--- src/rtl/lcd12864_bus_rx.sv ---
// -----------------------------------------------------------------------------
// lcd12864_bus_rx
//
// Responder / monitor for an ST7920-style LCD12864 8-bit parallel write bus.
// The bus is sampled asynchronously, and each byte is decoded on the falling
// edge of the synchronised enable. The block executes the basic instruction
// set and keeps a 64-byte DDRAM shadow that a host can read back.
//
// Ports:
//   clk, rst_n              system clock, asynchronous active-low reset
//   lcd_rs/rw/en/dat        LCD bus inputs (asynchronous to clk)
//   wr_valid/addr/data      one-cycle strobe for each stored data byte
//   rd_addr / rd_data       host read port into the shadow RAM (1-cycle latency)
//   busy                    clear fill in progress
//   disp_on/cursor_on/
//   blink_on                display control bits
//   overrun                 sticky: a strobe arrived while busy and was dropped
//   ignored_cnt             saturating count of dropped/read/unsupported strobes
// -----------------------------------------------------------------------------
module lcd12864_bus_rx #(
    parameter int          SYNC_STAGES = 2,
    parameter int          MIN_EN_HIGH = 2,
    parameter logic [7:0]  CLEAR_CHAR  = 8'h20
) (
    input  logic       clk,
    input  logic       rst_n,
    input  logic       lcd_rs,
    input  logic       lcd_rw,
    input  logic       lcd_en,
    input  logic [7:0] lcd_dat,
    output logic       wr_valid,
    output logic [5:0] wr_addr,
    output logic [7:0] wr_data,
    input  logic [5:0] rd_addr,
    output logic [7:0] rd_data,
    output logic       busy,
    output logic       disp_on,
    output logic       cursor_on,
    output logic       blink_on,
    output logic       overrun,
    output logic [7:0] ignored_cnt
);

    localparam int             CW     = (MIN_EN_HIGH < 1) ? 1 : $clog2(MIN_EN_HIGH + 1);
    localparam logic [CW-1:0]  EN_SAT = CW'(MIN_EN_HIGH);

    typedef enum logic {S_IDLE, S_FILL} state_t;

    // Bus synchroniser: all four inputs move together so rs/rw/dat seen at the
    // falling edge belong to the same bus cycle as that edge.
    logic [10:0] sync_q [SYNC_STAGES];

    logic       s_rs, s_rw, s_en;
    logic [7:0] s_dat;
    assign {s_rs, s_rw, s_en, s_dat} = sync_q[SYNC_STAGES-1];

    state_t        state_q, state_d;
    logic [5:0]    fill_cnt_q, fill_cnt_d;
    logic          en_prev_q;
    logic [CW-1:0] en_cnt_q, en_cnt_d;
    logic [4:0]    ac_q, ac_d;
    logic          half_q, half_d;
    logic          inc_q, inc_d;
    logic          ext_q, ext_d;
    logic          disp_q, disp_d;
    logic          cursor_q, cursor_d;
    logic          blink_q, blink_d;
    logic          overrun_q, overrun_d;
    logic [7:0]    ign_q, ign_d;
    logic          wr_valid_q, wr_valid_d;
    logic [5:0]    wr_addr_q, wr_addr_d;
    logic [7:0]    wr_data_q, wr_data_d;
    logic [7:0]    rd_data_q;

    logic [7:0]    mem [64];
    logic          mem_we;
    logic [5:0]    mem_waddr;
    logic [7:0]    mem_wdata;

    logic          strobe;
    logic          ign_inc;
    logic [5:0]    ptr;
    logic [5:0]    ptr_n;

    assign ptr    = {ac_q, half_q};
    assign strobe = en_prev_q && !s_en && (en_cnt_q >= EN_SAT);

    always_comb begin
        // NOTE: every signal gets a default first so no path leaves it unassigned (no latches).
        state_d    = state_q;
        fill_cnt_d = fill_cnt_q;
        ac_d       = ac_q;
        half_d     = half_q;
        inc_d      = inc_q;
        ext_d      = ext_q;
        disp_d     = disp_q;
        cursor_d   = cursor_q;
        blink_d    = blink_q;
        overrun_d  = overrun_q;
        wr_valid_d = 1'b0;
        wr_addr_d  = wr_addr_q;
        wr_data_d  = wr_data_q;
        mem_we     = 1'b0;
        mem_waddr  = ptr;
        mem_wdata  = s_dat;
        ign_inc    = 1'b0;
        ptr_n      = inc_q ? ptr + 6'd1 : ptr - 6'd1;

        // En-high counter saturates at the acceptance threshold.
        if (!s_en)                en_cnt_d = '0;
        else if (en_cnt_q != EN_SAT) en_cnt_d = en_cnt_q + 1'b1;
        else                      en_cnt_d = en_cnt_q;

        if (state_q == S_FILL) begin
            mem_we     = 1'b1;
            mem_waddr  = fill_cnt_q;
            mem_wdata  = CLEAR_CHAR;
            fill_cnt_d = fill_cnt_q + 6'd1;
            if (fill_cnt_q == 6'd63) state_d = S_IDLE;
        end

        if (strobe) begin
            if (state_q == S_FILL) begin
                // Includes the final fill cycle: the edge is still dropped.
                overrun_d = 1'b1;
                ign_inc   = 1'b1;
            end else if (s_rw) begin
                ign_inc = 1'b1;
            end else if (s_rs) begin
                mem_we     = 1'b1;
                wr_valid_d = 1'b1;
                wr_addr_d  = ptr;
                wr_data_d  = s_dat;
                {ac_d, half_d} = ptr_n;
            end else if (s_dat[7:4] == 4'h3) begin
                ext_d = s_dat[2];
            end else if (ext_q) begin
                ign_inc = 1'b1;
            end else if (s_dat[7]) begin
                ac_d   = s_dat[4:0];
                half_d = 1'b0;
            end else if (s_dat[6] || (s_dat[5:4] != 2'b00)) begin
                // CGRAM address, shift, and the unsupported 0x20-0x2F group.
                ign_inc = 1'b1;
            end else if (s_dat[3]) begin
                disp_d   = s_dat[2];
                cursor_d = s_dat[1];
                blink_d  = s_dat[0];
            end else if (s_dat[2]) begin
                inc_d = s_dat[1];
            end else if (s_dat[1]) begin
                ac_d   = '0;
                half_d = 1'b0;
            end else if (s_dat[0]) begin
                ac_d       = '0;
                half_d     = 1'b0;
                inc_d      = 1'b1;
                state_d    = S_FILL;
                fill_cnt_d = '0;
            end else begin
                ign_inc = 1'b1;
            end
        end

        ign_d = (ign_inc && (ign_q != 8'hFF)) ? ign_q + 8'd1 : ign_q;
    end

    // NOTE: sequential state uses non-blocking assignments so all flops update together.
    always_ff @(posedge clk or negedge rst_n) begin
        if (!rst_n) begin
            for (int i = 0; i < SYNC_STAGES; i++) sync_q[i] <= '0;
            state_q    <= S_IDLE;
            fill_cnt_q <= '0;
            en_prev_q  <= 1'b0;
            en_cnt_q   <= '0;
            ac_q       <= '0;
            half_q     <= 1'b0;
            inc_q      <= 1'b1;
            ext_q      <= 1'b0;
            disp_q     <= 1'b0;
            cursor_q   <= 1'b0;
            blink_q    <= 1'b0;
            overrun_q  <= 1'b0;
            ign_q      <= '0;
            wr_valid_q <= 1'b0;
            wr_addr_q  <= '0;
            wr_data_q  <= '0;
            rd_data_q  <= '0;
        end else begin
            sync_q[0] <= {lcd_rs, lcd_rw, lcd_en, lcd_dat};
            for (int i = 1; i < SYNC_STAGES; i++) sync_q[i] <= sync_q[i-1];
            state_q    <= state_d;
            fill_cnt_q <= fill_cnt_d;
            en_prev_q  <= s_en;
            en_cnt_q   <= en_cnt_d;
            ac_q       <= ac_d;
            half_q     <= half_d;
            inc_q      <= inc_d;
            ext_q      <= ext_d;
            disp_q     <= disp_d;
            cursor_q   <= cursor_d;
            blink_q    <= blink_d;
            overrun_q  <= overrun_d;
            ign_q      <= ign_d;
            wr_valid_q <= wr_valid_d;
            wr_addr_q  <= wr_addr_d;
            wr_data_q  <= wr_data_d;
            rd_data_q  <= mem[rd_addr];
        end
    end

    // NOTE: the shadow RAM has no reset; only the clear command initialises it.
    always_ff @(posedge clk) begin
        if (mem_we) mem[mem_waddr] <= mem_wdata;
    end

    assign wr_valid    = wr_valid_q;
    assign wr_addr     = wr_addr_q;
    assign wr_data     = wr_data_q;
    assign rd_data     = rd_data_q;
    assign busy        = (state_q == S_FILL);
    assign disp_on     = disp_q;
    assign cursor_on   = cursor_q;
    assign blink_on    = blink_q;
    assign overrun     = overrun_q;
    assign ignored_cnt = ign_q;

endmodule

--- config.mk ---
export PLATFORM = sky130hd
export DESIGN_NAME = lcd12864_bus_rx
export DESIGN_NICKNAME = d
export VERILOG_FILES = /design/src/rtl/lcd12864_bus_rx.sv
export SDC_FILE = /design/constraint.sdc
export NUM_CORES = 1
export LEC_CHECK = 0
export CAP_MARGIN = 25
export CORE_MARGIN = 2
export CORE_UTILIZATION = 45
export CTS_CLUSTER_SIZE = 8
export DETAILED_ROUTE_END_ITERATION = 8
export PLACE_DENSITY_LB_ADDON = 0.12
export SLEW_MARGIN = 10
export SYNTH_ARGS = -nofsm -noshare
export SYNTH_HDL_FRONTEND = slang
export SYNTH_SLANG_ARGS = --single-unit
--- constraint.sdc ---
create_clock -name clk -period 5.5 [get_ports clk]
set_input_delay 0.825 -clock clk [delete_from_list [all_inputs] [get_ports clk]]
set_output_delay 0.825 -clock clk [all_outputs]
set_load 0.02 [all_outputs]
==> impl_results.md <==
- Status: finished, final reports clean
- Fmax: 0.300 GHz
- Global-route wire length before repair: 83900 µm
- Num CTS Buffers: 83
- Hold WC Path Type: in2async
- TritonCTS clock tree: yes
- Clock transition at path regs: 0.05 ns
- Gr usage total: 21.4%
- Core region area: 0.0515 mm²
- Dpl cells: 1984
- Clock Tree Buf Depth: 3
- Setup Skew: 0.0269 ns
- Nets: 1422
- Power Density: 391 mW/mm²
- Wire per inst: 26.5 µm
- Internal power: 8.16 mW
- Met3 Usage GRT: 3.62%
- Syn Area/Cell: 18.3 µm²
- Vias: 12300
- Setup TNS Final: 0 ns
- GRT met2 Usage: 33.2%
- Synth Instances: 1285
- I/O Pins: 55
- Vias in the first global route: 12500
- Detail Route Antenna Nets: 0
- Setup WS post-layout: 2.17 ns
- Initial DRC count: 1032
- Fin crit period: 3.33 ns
- Max-Slew Margin vs Limit: 26.9%
- Site row count: 83
- CTS resizes: 0
- Post-CTS Setup Repair Bufs: 0
- Sw Ratio: 23.2%
- CP startpoint kind: register
- Cell Area, Synth: 0.0235 mm²
- CP peak stage delay: 0.96 ns
- Largest cells by area after synthesis: edfxtp_1, dfrtp_1, mux4_2, mux2i_1, mux4_1
- Initial antenna violation count: 0
- Layout cell share with drive strength beyond 1: 17.5%
- Worst EP arrival: 3.53 ns
- Synth cell types: 70
- Crit. End Element: register
- Worst VDD drop: 0.291 mV
- #FFs+latches synth: 587
- Largest net degree at the start of global routing: 76
- Max cap viols: 0
- GRT Residual Overflow: 0
- Worst-path cell chain: buf_4, clkinv_1, o41ai_4, nand3_1, nor2_1
- Clock root buffer: clkbuf_16
- Slew @ Worst Pin: 1.09 ns
- R2R Path Start: busy
- R2r endpoint: mem[31][2]
- Part of the cycle the worst path needs: 60.6%
- Port bufs: 54
- EDFF count, synth: 512
- Syn_nets: 1312
- Combinational share of power: 9.3%
- Avg Vias per Cell: 5.83
- Post-synth ARST share: 12.8%
- Gpl congestion: 0.822
- Final hold slack: 0.161 ns
- Dominant cell type by area after synthesis: edfxtp_1
- Lkg Pwr: 9.20 nW
- Sequential fraction of design power: 47.8%
- Max FO, Critical Path: 26
- Wirelength, routed: 56100 µm
- Total Die Area: 0.0541 mm²
- Initial Util: 45.6%
- Pre-CTS setup slack: 1.81 ns
- H-tree depth: 3
- CP Data Required Time: 5.70 ns
- Post-synth top flop: edfxtp_1
- Most frequent cell after synthesis: edfxtp_1
- R2R setup slack: 2.17 ns
- Register area share after synthesis: 73.4%
- Clock network fraction of total power: 42.9%
- Critical path's slowest cell: nor2_1
- Drt pass-1 iters: 6
- Yosys top cell area share: 65.4%
- GRT met1 Usage: 31.4%
- DIE WIDTH: 233 µm
- Detailed Place HPWL: 34600 µm
- Setup CP Type: reg2reg
- # diodes: 0
- Post-route insts no fill: 2117
- Final setup vio count: 0
- Filler Cell Count: 4154
- Clk sink count: 587
- Hold-fix buffers, CTS: 0
- RSZ-0062 raised after global routing: false
- Count of pins over their slew limit: 0
- Die Y-Extent: 233 µm
- Yosys warns: 0
- Switching power: 2.46 mW
- Top post-synthesis cells by count: edfxtp_1, nor2_1, mux4_2
- GR peak layer: met2
- DRC: 0
- Worst skew pair latency: 0.60 ns
- Final Hold Fails: 0
- Layout Area Growth over Synthesis: 15.6%
- Worst R2R Path Depth: 5
## layout make-up
type / instances / area, µm² / share of cell area (%)
tap: 680 / 851 / 3.13
timing repair buffer: 88 / 826 / 3.04
inverter: 8 / 30.0 / 0.111
clock inverter: 3 / 25.0 / 0.0921
clock buffer: 124 / 2270 / 8.37
sequential: 587 / 17300 / 63.5
multi-input combinational: 627 / 5910 / 21.7
## per-layer routing
| layer | vias to the layer above | part of all wire, % |
|---|---|---|
| li1 | 5376 | - |
| met3 | 73 | 5.6 |
| met5 | - | 0 |
| met2 | 461 | 47 |
| met1 | 6434 | 46 |
| met4 | 0 | 1.7 |
## how the worst max path moves through the flow
stage | from | to | slack [ns] | cells past startpoint
after CTS | busy | mem[31][6] | 2.16 | 5
after floorplan | busy | mem[0][2] | 2.26 | 4
after detailed placement | rd_addr[0] | rd_data[7] | 1.81 | 7
final | busy | mem[31][2] | 2.17 | 5
after global routing | busy | mem[31][2] | 1.97 | 5
after global placement | rd_addr[1] | rd_data[4] | 1.28 | 6
## cell families (layout without fill, tap and decap cells)
family,count (synthesis),count (layout),share of synthesized area [%]
buffers and inverters,71,223,1.76
xor gates and xnor gates,14,14,0.522
AOI/OAI and AO/OA,144,144,4.44
adders and majority gates,8,8,0.458
muxes,190,190,13.7
DFF,587,587,73.4
and+or+nand+nor,271,271,5.67
## through the flow
stage          total power, mW  util, %  area (µm²)
2_1_floorplan             5.74        -       23500
3_3_place_gp              6.12     48.0       24700
3_5_place_dp              6.14     48.1       24800
4_1_cts                   10.7     52.6       27100
5_1_grt                   11.0     52.7       27200
6_report                  10.6     52.7       27200
## critical path, delay by kind of cell (launching register included)
family | cells | cell delay (ns)
AOI/OAI and AO/OA | 1 | 0.20
buffers and inverters | 2 | 0.78
DFF | 1 | 0.51
and+or+nand+nor | 2 | 1.42
## cell usage in the layout, fill, tap and decap left out, drive strengths merged, types with 3 or more instances in the layout
master         synthesis  layout
edfxtp               512     512
clkbuf                25     124
mux4                  97      97
nor2                  82      82
nand2                 75      75
dfrtp                 74      74
mux2i                 68      68
clkdlybuf4s50          0      49
buf                   38      39
nor2b                 29      29
a22oi                 26      26
mux2                  25      25
nand3                 23      23
a21oi                 19      19
o21ai                 17      17
a31oi                 14      14
a211o                 13      13
a211oi                13      13
nand2b                13      13
xor2                  10      10
inv                    7       9
o22ai                  8       8
o41ai                  8       8
ha                     7       7
nor3                   6       6
and2                   6       6
nor3b                  5       5
and3                   5       5
nor4                   5       5
nand4                  4       4
xnor2                  4       4
and4                   4       4
a2111oi                4       4
or2                    3       3
a311oi                 3       3
a21o                   3       3
## sequential cells by signal, summed over array words and instances, names as in the netlist
signal       flops
s_en             1
s_rs             1
wr_data          8
en_cnt_q         2
en_prev_q        1
cursor_on        1
s_dat            8
fill_cnt_q       6
mem            512
rd_data          8
inc_q            1
ignored_cnt      8
ac_q             5
sync_q          11
busy             1
overrun          1
blink_on         1
wr_valid         1
wr_addr          6
half_q           1
s_rw             1
disp_on          1
ext_q            1
## power groups by stage
| stage | Combinational, mW | Clock [mW] | Sequential [mW] |
|---|---|---|---|
| 6_report | 0.990 | 4.55 | 5.07 |
| 5_1_grt | 1.08 | 4.82 | 5.08 |
| 3_3_place_gp | 0.971 | 0 | 5.15 |
| 3_5_place_dp | 0.991 | 0 | 5.15 |
| 4_1_cts | 0.995 | 4.64 | 5.07 |
| 2_1_floorplan | 0.550 | 0 | 5.19 |
Note: power is estimated with default switching activity, not from simulation.
